$ cat src/rtl/frame_minmax_pkg.sv
// Shared types and constants for the frame_minmax reducer.
// The FSM encoding and counter saturation value live here so every file agrees on them.
package frame_minmax_pkg;

    typedef enum logic [1:0] {
        IDLE = 2'd0,
        ACC  = 2'd1,
        HOLD = 2'd2
    } state_t;

    localparam int               CNT_W_DEFAULT = 16;
    localparam logic [CNT_W_DEFAULT-1:0] CNT_MAX = {CNT_W_DEFAULT{1'b1}};

endpackage

$ cat src/rtl/frame_minmax_comparator.sv
// 32-bit unsigned magnitude comparator: flags a < b and a > b.
// Purely combinational; ties raise neither flag.
module frame_minmax_comparator (
    input  logic [31:0] a,
    input  logic [31:0] b,
    output logic        lt,
    output logic        gt
);

    assign lt = (a < b);
    assign gt = (a > b);

endmodule

$ cat src/rtl/frame_minmax.sv
// Streaming per-frame min/max/beat-count reducer with valid/ready handshakes on both sides.
// Define FRAME_MINMAX_IDX_EN to add first-occurrence beat indices for the min and max.
module frame_minmax
    import frame_minmax_pkg::*;
#(
    parameter int DATA_W = 32,
    parameter int CNT_W  = 16
) (
    input  logic              clk,
    input  logic              rst,
    input  logic              in_valid,
    output logic              in_ready,
    input  logic [DATA_W-1:0] in_data,
    input  logic              in_last,
    output logic              out_valid,
    input  logic              out_ready,
    output logic [DATA_W-1:0] out_min,
    output logic [DATA_W-1:0] out_max,
`ifdef FRAME_MINMAX_IDX_EN
    output logic [CNT_W-1:0]  out_min_idx,
    output logic [CNT_W-1:0]  out_max_idx,
`endif
    output logic [CNT_W-1:0]  out_count
);

    localparam logic [CNT_W-1:0] CNT_SAT = {CNT_W{1'b1}};

    function automatic logic [CNT_W-1:0] sat_inc(input logic [CNT_W-1:0] c);
        return (c == CNT_SAT) ? c : c + 1'b1;
    endfunction

    state_t            state;
    logic [DATA_W-1:0] min_r;
    logic [DATA_W-1:0] max_r;
    logic [CNT_W-1:0]  cnt_r;
`ifdef FRAME_MINMAX_IDX_EN
    logic [CNT_W-1:0]  min_idx_r;
    logic [CNT_W-1:0]  max_idx_r;
`endif

    logic        accept;
    logic        is_lower;
    logic        is_greater;
    logic [31:0] data_ext;
    logic [31:0] min_ext;
    logic [31:0] max_ext;

    // Narrower samples are zero-extended onto the comparator's fixed 32-bit ports.
    assign data_ext = 32'(in_data);
    assign min_ext  = 32'(min_r);
    assign max_ext  = 32'(max_r);

    frame_minmax_comparator u_cmp_min (
        .a  (data_ext),
        .b  (min_ext),
        .lt (is_lower),
        .gt ()
    );

    frame_minmax_comparator u_cmp_max (
        .a  (data_ext),
        .b  (max_ext),
        .lt (),
        .gt (is_greater)
    );

    assign in_ready  = !rst && (state != HOLD);
    assign accept    = in_valid && in_ready;
    assign out_valid = (state == HOLD);

    always_ff @(posedge clk) begin
        if (rst) begin
            state     <= IDLE;
            min_r     <= '0;
            max_r     <= '0;
            cnt_r     <= '0;
`ifdef FRAME_MINMAX_IDX_EN
            min_idx_r <= '0;
            max_idx_r <= '0;
`endif
        end else begin
            case (state)
                IDLE: begin
                    if (accept) begin
                        min_r     <= in_data;
                        max_r     <= in_data;
                        cnt_r     <= sat_inc('0);
`ifdef FRAME_MINMAX_IDX_EN
                        min_idx_r <= '0;
                        max_idx_r <= '0;
`endif
                        state     <= in_last ? HOLD : ACC;
                    end
                end
                ACC: begin
                    // Ties leave min/max untouched so the earliest index is kept.
                    if (accept) begin
                        if (is_lower) begin
                            min_r     <= in_data;
`ifdef FRAME_MINMAX_IDX_EN
                            min_idx_r <= cnt_r;
`endif
                        end
                        if (is_greater) begin
                            max_r     <= in_data;
`ifdef FRAME_MINMAX_IDX_EN
                            max_idx_r <= cnt_r;
`endif
                        end
                        cnt_r <= sat_inc(cnt_r);
                        if (in_last) begin
                            state <= HOLD;
                        end
                    end
                end
                HOLD: begin
                    if (out_ready) begin
                        state <= IDLE;
                    end
                end
                default: state <= IDLE;
            endcase
        end
    end

    assign out_min   = min_r;
    assign out_max   = max_r;
    assign out_count = cnt_r;
`ifdef FRAME_MINMAX_IDX_EN
    assign out_min_idx = min_idx_r;
    assign out_max_idx = max_idx_r;
`endif

endmodule

$ cat config.mk
export PLATFORM = sky130hd
export DESIGN_NAME = frame_minmax
export DESIGN_NICKNAME = d
export VERILOG_FILES = /design/src/rtl/frame_minmax_pkg.sv /design/src/rtl/frame_minmax_comparator.sv /design/src/rtl/frame_minmax.sv
export SDC_FILE = /design/constraint.sdc
export NUM_CORES = 1
export LEC_CHECK = 0
export ABC_CLOCK_PERIOD_IN_PS = 2100
export CAP_MARGIN = 20
export CORE_AREA = 2 2 97 99
export DETAILED_ROUTE_END_ITERATION = 8
export DIE_AREA = 0 0 99 101
export DONT_BUFFER_PORTS = 1
export HOLD_SLACK_MARGIN = 0.1
export PLACE_DENSITY = 0.79
export SLEW_MARGIN = 20
export SYNTH_ARGS = -nofsm -noshare
export SYNTH_HDL_FRONTEND = slang
export SYNTH_SLANG_ARGS = --single-unit
export TNS_END_PERCENT = 10
$ cat constraint.sdc
create_clock -name clk -period 2.1 [get_ports clk]
set_clock_uncertainty 0.05 [all_clocks]
set_input_delay 0.21 -clock clk [delete_from_list [all_inputs] [get_ports clk]]
set_output_delay 0.21 -clock clk [all_outputs]
set_load 0.02 [all_outputs]
==> results of run 1 <==
-- report_power, final --
part,leakage (uW),internal [uW],switching [uW]
Combinational,0.00253,871,874
Sequential,0.000695,1700,97.4
Clock,0.000105,562,651
Total,0.00333,3140,1620
-- cell usage after synthesis (all sizes together) (2+ instances only) --
cell / instances / area, sq um
a211oi: 4 / 30.03
a21boi: 2 / 15.01
a21o: 2 / 15.01
a21oi: 29 / 145.1
a31oi: 3 / 18.77
and4: 2 / 17.52
buf: 16 / 162.7
clkbuf: 12 / 48.79
dfxtp: 82 / 1642
ha: 64 / 800.8
inv: 68 / 255.2
mux2: 31 / 349.1
nand2: 29 / 108.9
nand2b: 2 / 12.51
nand3: 11 / 55.05
nand4: 11 / 75.07
nor2: 58 / 217.7
nor2b: 3 / 18.77
nor3: 6 / 30.03
nor4: 5 / 31.28
o21a: 3 / 22.52
o21ai: 44 / 220.2
o21bai: 2 / 15.01
o31a: 2 / 18.77
o31ai: 2 / 15.01
o41ai: 32 / 280.3
or2: 2 / 12.51
or3: 3 / 18.77
or4: 2 / 15.01
xnor2: 7 / 61.31
xor2: 4 / 35.03
-- routing by layer --
metal,GRT usage [%],vias up
li1,-,2358
met1,35.97,2519
met2,58.37,305
met5,0,-
met3,7.282,78
met4,15.70,0
-- timing repair --
item	4_1_cts	5_1_grt
setup buffers	4	1
endpoints found under the hold margin	68	34
pin swaps	2	4
setup endpoints to repair	64	73
gates resized for setup	37	52
hold buffers	65	1
-- stage by stage --
step | area [sq um] | std cells | power (uW) | hold WS [ps] | setup TNS [ps]
CTS | 7154 | 859 | 4527 | -136.8 | -10530
detailed placement | 6097 | 774 | 3138 | 248.4 | -13390
global placement | 6097 | 774 | 3070 | 242.8 | -12500
global route | 7490 | 861 | 4935 | 144.2 | -21760
floorplan | 5105 | 553 | 2610 | 273.3 | -1844
finish | 7490 | 861 | 4759 | 158.9 | -15730
-- registers in the layout, summed over array words and instances (netlist names) --
name       flops
state          2
out_min       32
out_count     16
out_max       32
-- worst register-to-register path, delay by kind of cell, from the launching register on --
| kind | cells | cell delay, ps |
|---|---|---|
| adder cells (fa/ha/maj) | 1 | 290 |
| AND/OR/NAND/NOR | 2 | 690 |
| flip-flops | 1 | 340 |
| AO/OA/AOI/OAI | 3 | 740 |
| buffers and inverters | 2 | 250 |
-- logic make-up (layout without fill, tap and decap cells) --
family          after synthesis  count (layout)
compound gates              132             132
simple gates                136             136
flops                        82              82
buf+inv                      96             293
xor+xnor                     11              11
mux                          32              32
fa+ha+maj                    64              64
-- cells in the final DEF (no fill, tap or decap), drive strengths merged, types with 2 or more instances in the layout --
| cell | count |
|---|---|
| buf | 144 |
| dfxtp | 82 |
| inv | 73 |
| dlygate4sd3 | 65 |
| ha | 64 |
| nor2 | 58 |
| o21ai | 44 |
| o41ai | 32 |
| mux2 | 31 |
| nand2 | 29 |
| a21oi | 29 |
| nand3 | 11 |
| nand4 | 11 |
| clkbuf | 9 |
| xnor2 | 7 |
| nor3 | 6 |
| nor4 | 5 |
| xor2 | 4 |
| a211oi | 4 |
| a31oi | 3 |
| nor2b | 3 |
| or3 | 3 |
| o21a | 3 |
| and4 | 2 |
| o21bai | 2 |
| nand2b | 2 |
| a21o | 2 |
| or2 | 2 |
| o31a | 2 |
| o31ai | 2 |
| or4 | 2 |
| a21boi | 2 |
-- final cells by class --
class	instances	area, sq um	share of cell area, %
tap	111	138.9	1.854
inverter	68	265.3	3.542
clock buffer	9	123.9	1.654
timing repair buffer	209	1809	24.16
multi-input combinational	375	3338	44.57
sequential	82	1740	23.24
clock inverter	7	73.82	0.9856
-- how the worst max path moves through the flow --
| stage | end | depth (start not counted) | slack [ps] |
|---|---|---|---|
| 2_1_floorplan | out_max[30] | 10 | -30 |
| 3_3_place_gp | out_min[21] | 9 | -310 |
| 3_5_place_dp | out_min[29] | 9 | -300 |
| 4_1_cts | out_min[30] | 9 | -240 |
| 5_1_grt | out_max[28] | 8 | -440 |
| 6_report | out_max[28] | 8 | -400 |
==> out/qor.txt, run 1 <==
outcome -> complete, but fails checks
failing checks -> negative setup slack
DP HPWL -> 9.815 mm
Relative slew margins -> 63.34%
hold depth -> 2
total of max-cap violations -> 0
P_leak -> 0.003332 uW
flop-to-flop setup slack -> -400 ps
clock tree from TritonCTS -> done
Critical Path End Type -> register
Via density -> 6.109
Final nets -> 846
setup ws final -> -396.0 ps
vias -> 5260
final hold violation count -> 0
VDD IR-drop max -> 0.0004531 V
Tightest Pin Transition -> 548.7 ps
CTS sink count -> 82
CP max-delay cell -> nor4_4
wl on met1 -> 6.464 mm
final WL -> 17.88 mm
CP Buf/Inv Count -> 2
met2 WL -> 9.079 mm
total gr overflow -> 0
CTS max path bufs -> 2
Top delay family on crit path -> compound AO/OA/AOI/OAI gates
Area growth, synth to finish -> 54.32%
register area share after synthesis -> 33.82%
Clock Latency Late Sink -> 370 ps
FP Rows -> 35
DRC errors left -> 0
post-synthesis adder-cell area fraction -> 16.50%
Final Max Tran Viols -> 0
Post-synth EDFFs -> 0
FF+latch count, synth -> 82
root buffer cell -> clkbuf_8
slowest cell delay on critical path -> 430 ps
syn_area_per_cell -> 8.777 sq um
vias in the first global route -> 5219
worst r2r src -> out_max[12]
port buffer count -> 0
HP Start -> rst
share of layout cells above drive strength 1 -> 42.13%
die width -> 99 microns
IO Count -> 119
total track usage -> 32.39%
Die Area -> 9999 sq um
Mapped Cells -> 553
Synthesized Nets -> 654
critical setup path kind -> reg2reg
arrival time worst endpoint -> 2670 ps
ys async rst share -> 0%
Worst Reg2Reg Path Length in Cells -> 8
clk slew on worst S/H paths -> 90 ps
fill count -> 471
Max Used Layer -> met4
Synth Area in Compound Gates -> 17.63%
final core occ -> 83.43%
DR pass1 iterations -> 5
Post-Place Worst Slack -> -296.7 ps
fin crit share -> 118.9%
Synth Warn # -> 0
WP data required -> 2280 ps
Peak Freq -> 0.4006 GHz
Final setup viols -> 64
prevailing post-synth register cell -> dfxtp_1
core area -> 8977 sq um
TritonCTS buffer count -> 9
Min-Delay Endpoint -> out_count[1]
Die Y-Extent -> 101 microns
met3 routed WL -> 1.537 mm
largest family of logic cells by synthesized area -> compound AO/OA/AOI/OAI gates
clock period minus worst slack -> 2496 ps
Final ANT Viol Nets -> 0
post-DR wirelength/cell -> 20.76 microns
Critical Path Start -> out_max[12]
CP Cell Sequence -> inv_1, ha_1, nand4_1, nor4_4, a31oi_1, o21a_2, buf_6, o41ai_1
maximum fanout along the worst path -> 16
largest net degree at the start of global routing -> 73
DR iter-0 viols -> 273
first-pass GRT wire length -> 25.99 mm
Placer Congestion -> 0.8669
CTS H-tree depth -> 3
Hold Crit Class -> in2reg
Ant. Diodes -> 0
post-synthesis simple-gate area fraction -> 13.04%
Power Dens Cells -> 635.4 nW/um^2
setup repair after global routing missed its margin -> yes
post-synthesis mux area share -> 7.399%
Post-Syn Area -> 4853 sq um
count of cell types in the netlist -> 49
initial antenna violation count -> 0
initial core utilization -> 54.06%
startpoint types -> register
XOR/XNOR share of the synthesized area -> 1.985%
R2R Path End -> out_max[28]
Power figures use the tool's default switching activity.
==> inputs of run 2 (changes only) <==
CELL_PAD_IN_SITES_DETAIL_PLACEMENT = 1   (was not set)
CELL_PAD_IN_SITES_GLOBAL_PLACEMENT = 2   (was not set)
CORE_AREA = 2 2 123 125   (was 2 2 97 99)
DIE_AREA = 0 0 125 127   (was 0 0 99 101)
PLACE_DENSITY = 0.82   (was 0.79)
SLEW_MARGIN = 0   (was 20)
==> run 2 against run 1 <==
- the flow still finishes with violations (negative setup slack)
- largest power group unchanged
- critical endpoint is now out_max[7]
- die area up 59%
- setup slack better by 150 ps
- wire length is 1.0% higher
- sequential share of layout area is essentially flat
==> out/qor.txt, run 2 (synthesis results as in run 1) <==
outcome -> complete, but fails checks
failing checks -> negative setup slack
clock tree from TritonCTS -> done
Final ANT Viol Nets -> 0
Worst Reg2Reg Path Length in Cells -> 9
IO Count -> 119
post-DR wirelength/cell -> 19.71 microns
setup repair after global routing missed its margin -> yes
CTS max path bufs -> 2
Post-Place Worst Slack -> -450.2 ps
Ant. Diodes -> 0
Placer Congestion -> 0.7782
DR iter-0 viols -> 142
total gr overflow -> 0
Peak Freq -> 0.4263 GHz
Hold Crit Class -> in2reg
Die Y-Extent -> 127 microns
Final nets -> 828
Power Dens Cells -> 664.0 nW/um^2
CP max-delay cell -> or4_1
maximum fanout along the worst path -> 8
clock share of power -> 31.3%
worst r2r src -> out_max[27]
total track usage -> 21.84%
setup TNS -> -11310 ps
dpl cells -> 855
root buffer cell -> clkbuf_16
HP Start -> rst
Hold WS -> 115.8 ps
final core occ -> 51.90%
share of layout cells above drive strength 1 -> 44.26%
share of power burned in registers -> 36.1%
first-pass GRT wire length -> 27.65 mm
total of max-cap violations -> 0
Critical Path End Type -> register
most frequent cells in the layout -> buf_4 (142), nor2_1 (58), inv_1 (51), ha_1 (46), dfxtp_1 (44)
power share of the combinational group -> 32.7%
largest net degree at the start of global routing -> 66
fin crit share -> 111.7%
Final Max Tran Viols -> 0
DRC errors left -> 0
Min-Delay Endpoint -> out_min[16]
Tightest Pin Transition -> 567.8 ps
core area -> 14420 sq um
flop-to-flop setup slack -> -250 ps
final std cells w/o fill -> 916
DP HPWL -> 11.62 mm
DR pass1 iterations -> 4
Final setup viols -> 63
critical setup path kind -> reg2reg
area of the multi-input gates -> 3294 sq um
Relative slew margins -> 62.07%
TritonCTS buffer count -> 9
VDD IR-drop max -> 0.0003798 V
final WL -> 18.06 mm
initial antenna violation count -> 0
CTS sink count -> 82
sw frac -> 31.72%
vias -> 4833
arrival time worst endpoint -> 2550 ps
vias in the first global route -> 5294
Net Switching -> 1577 uW
setup ws final -> -245.8 ps
fill count -> 1646
clock period minus worst slack -> 2346 ps
commonest non-fill, non-tap cell in the layout -> buf_4
FP Rows -> 44
clk slew on worst S/H paths -> 60 ps
Clock Latency Late Sink -> 350 ps
Area growth, synth to finish -> 54.24%
area occupied by registers -> 1737 sq um
P_leak -> 0.003176 uW
WP data required -> 2300 ps
hold depth -> 2
port buffer count -> 0
die width -> 125 microns
Int Power -> 3394 uW
Die Area -> 15880 sq um
R2R Path End -> out_max[7]
Via density -> 5.276
startpoint types -> register
CTS H-tree depth -> 3
CP Cell Sequence -> inv_4, ha_4, nand4_1, or4_1, a211oi_2, o31a_4, clkbuf_16, o21ai_1, o41ai_2
slowest cell delay on critical path -> 520 ps
initial core utilization -> 33.65%
final hold violation count -> 0
[run 2: power by group through the flow]
| stage | registers (uW) | clock network (uW) | logic (uW) |
|---|---|---|---|
| after CTS | 1790 | 1580 | 1560 |
| after global placement | 1810 | 0 | 1310 |
| final | 1790 | 1550 | 1620 |
| after floorplan | 1980 | 0 | 632 |
| after global routing | 1810 | 1660 | 1780 |
| after detailed placement | 1820 | 0 | 1380 |
[run 2: per-layer routing]
metal	vias up	part of all wire [%]	global-route usage, %
met5	-	0	0
met4	0	2.5	7.059
met3	27	4.3	5.276
met2	108	53	40.06
met1	2369	40	25.02
li1	2329	-	-
[run 2: cell type report]
| type | instances | share of cell area (%) |
|---|---|---|
| Clock buffer | 14 | 3.660 |
| Clock inverter | 2 | 0.1337 |
| Inverter | 68 | 3.543 |
| Multi-Input combinational cell | 375 | 44.01 |
| Sequential cell | 82 | 23.20 |
| Tap cell | 184 | 3.075 |
| Timing Repair Buffer | 191 | 22.38 |
[run 2: how the worst max path moves through the flow]
stage | start | endpoint | cells after the start | slack [ps]
3_5_place_dp | out_min[2] | out_min[13] | 9 | -450
3_3_place_gp | out_min[2] | out_min[7] | 9 | -440
2_1_floorplan | out_max[27] | out_max[30] | 10 | -30
4_1_cts | out_max[24] | out_max[18] | 9 | -240
5_1_grt | out_max[15] | out_max[7] | 10 | -340
6_report | out_max[27] | out_max[7] | 9 | -250
[run 2: repair_timing]
item | CTS | global route
gates cloned | 1 | 3
setup endpoints to repair | 65 | 75
buffers inserted | 1 | 2
hold buffers | 36 | 2
hold endpoints to repair | 68 | 3
resized for setup | 36 | 40
pin swaps | 6 | 5
[run 2: worst max-delay path: cells and delay by family (launching register included)]
family	cells	cell delay, ps
and+or+nand+nor	2	690
AOI/OAI and AO/OA	4	640
DFF	1	360
adders and majority gates	1	250
buffers and inverters	2	250
[run 2: stage by stage]
stage	total power, uW	cell area [sq um]
after floorplan	2610	5105
after global placement	3124	6261
after detailed placement	3198	6261
after CTS	4932	7201
after global routing	5244	7486
final	4971	7486
==> inputs of run 3 (changes only) <==
CORE_AREA = 2 2 127 129   (was 2 2 123 125)
DIE_AREA = 0 0 129 131   (was 0 0 125 127)
SYNTH_HIERARCHICAL = 1   (was not set)
==> run 3 against run 2 <==
- the run ends with negative hold slack, negative setup slack left
- clock power about the same
- register-to-register slack lost 140 ps
- maximum frequency down 5.6%
- critical path type unchanged
==> out/qor.txt, run 3 <==
outcome -> complete, but fails checks
failing checks -> negative hold slack, negative setup slack
Area growth, synth to finish -> 40.06%
Die Y-Extent -> 131 microns
slowest cell delay on critical path -> 360 ps
Critical Path End Type -> register
arrival time worst endpoint -> 2680 ps
Clock Latency Late Sink -> 340 ps
Final ANT Viol Nets -> 0
maximum fanout along the worst path -> 8
setup ws final -> -385.9 ps
Placer Congestion -> 0.8735
Hold Crit Class -> in2reg
core area -> 15600 sq um
total gr overflow -> 0
VDD IR-drop max -> 0.0004312 V
Die Area -> 16900 sq um
CP max-delay cell -> dfxtp_4
hold depth -> 1
root buffer cell -> clkbuf_16
Via density -> 5.196
Final setup viols -> 64
DP HPWL -> 12.70 mm
total of max-cap violations -> 0
HP Start -> rst
Hold WS -> -116.4 ps
clock period minus worst slack -> 2486 ps
flop-to-flop setup slack -> -390 ps
share of layout cells above drive strength 1 -> 31.78%
Ant. Diodes -> 0
commonest non-fill, non-tap cell in the layout -> nand2_1
clock tree from TritonCTS -> done
DR iter-0 viols -> 180
initial antenna violation count -> 0
Relative slew margins -> 66.34%
vias in the first global route -> 5373
Final Max Tran Viols -> 0
Min-Delay Endpoint -> out_min[18]
CP Buf/Inv Count -> 2
CTS max path bufs -> 2
total track usage -> 21.04%
critical setup path kind -> reg2reg
syn_area_per_cell -> 7.723 sq um
R2R Path End -> out_max[10]
most frequent cells in the layout -> nand2_1 (153), buf_4 (99), a21oi_1 (74), inv_1 (63), dfxtp_1 (48)
Mapped Cells -> 643
Tightest Pin Transition -> 504.2 ps
DRC errors left -> 0
IO Count -> 119
first-pass GRT wire length -> 27.74 mm
TritonCTS buffer count -> 9
Worst Reg2Reg Path Length in Cells -> 11
clk slew on worst S/H paths -> 70 ps
final hold violation count -> 68
Peak Freq -> 0.4023 GHz
startpoint types -> register
port buffer count -> 0
initial core utilization -> 31.84%
worst r2r src -> out_max[10]
CP Cell Sequence -> inv_2, ha_4, nand4_1, nor2_1, a221o_1, o31ai_2, a21oi_2, o21ai_2, buf_4, nand2_1, a21oi_1
Synth Warn # -> 6
setup repair after global routing missed its margin -> yes
Post-Syn Area -> 4966 sq um
FP Rows -> 46
final WL -> 18.03 mm
Power Dens Cells -> 597.3 nW/um^2
post-DR wirelength/cell -> 18.62 microns
Final nets -> 849
P_leak -> 0.002594 uW
CTS sink count -> 82
Post-Place Worst Slack -> -444.1 ps
vias -> 5030
largest net degree at the start of global routing -> 92
WP data required -> 2290 ps
Hold Buf Count CTS -> 6
fin crit share -> 118.4%
Synthesized Nets -> 745
CTS H-tree depth -> 3
DR pass1 iterations -> 4
fill count -> 1823
die width -> 129 microns
Top delay family on crit path -> compound AO/OA/AOI/OAI gates
## run 3: per-layer routing
| metal | part of all wire (%) | GRT usage, % | vias up |
|---|---|---|---|
| met2 | 49 | 36.69 | 125 |
| met4 | 2.4 | 6.841 | 0 |
| met1 | 42 | 24.75 | 2449 |
| met3 | 6.4 | 6.433 | 29 |
| li1 | - | - | 2427 |
| met5 | 0 | 0 | - |
## run 3: worst max-delay path by stage
stage	from	end	cells after the start
finish	out_max[10]	out_max[10]	11
global route	out_max[10]	out_max[10]	11
CTS	out_min[1]	out_min[30]	12
detailed placement	out_min[17]	out_min[30]	12
global placement	out_min[17]	out_min[7]	12
floorplan	out_min[14]	out_min[13]	11
## run 3: where the power goes
part           switching, uW  leakage, uW  total [uW]  internal (uW)
Sequential              44.5     0.000686        1660           1620
Clock                    639     0.000134        1550            907
Combinational            511      0.00177         946            436
## run 3: stage by stage
step / utilization [%] / TNS [ps] / std cells / total power [uW] / cell area (sq um)
global placement: 39.06 / -16400 / 935 / 2427 / 6092
finish: 44.59 / -19040 / 968 / 4154 / 6955
CTS: 43.29 / -15030 / 966 / 4130 / 6753
global route: 44.59 / -25750 / 968 / 4372 / 6955
floorplan: - / -5192 / 643 / 2216 / 5236
detailed placement: 39.06 / -21800 / 935 / 2470 / 6092
## run 3: timing repair
action                                  in CTS  in global routing
pin swaps                                   22                  8
buffers inserted                             7                  1
gates cloned                                 3                  1
gates resized for setup                     38                 34
endpoints found under the hold margin       75                 70
endpoints found under the setup margin      64                 64
## run 3: layout make-up
class | count | area (sq um) | area share (%)
Clock inverter | 5 | 45.04 | 0.6476
Timing Repair Buffer | 118 | 1036 | 14.89
Inverter | 73 | 274.0 | 3.940
Sequential cell | 82 | 1712 | 24.61
Tap cell | 216 | 270.3 | 3.886
Multi-Input combinational cell | 463 | 3386 | 48.68
Clock buffer | 11 | 232.7 | 3.346
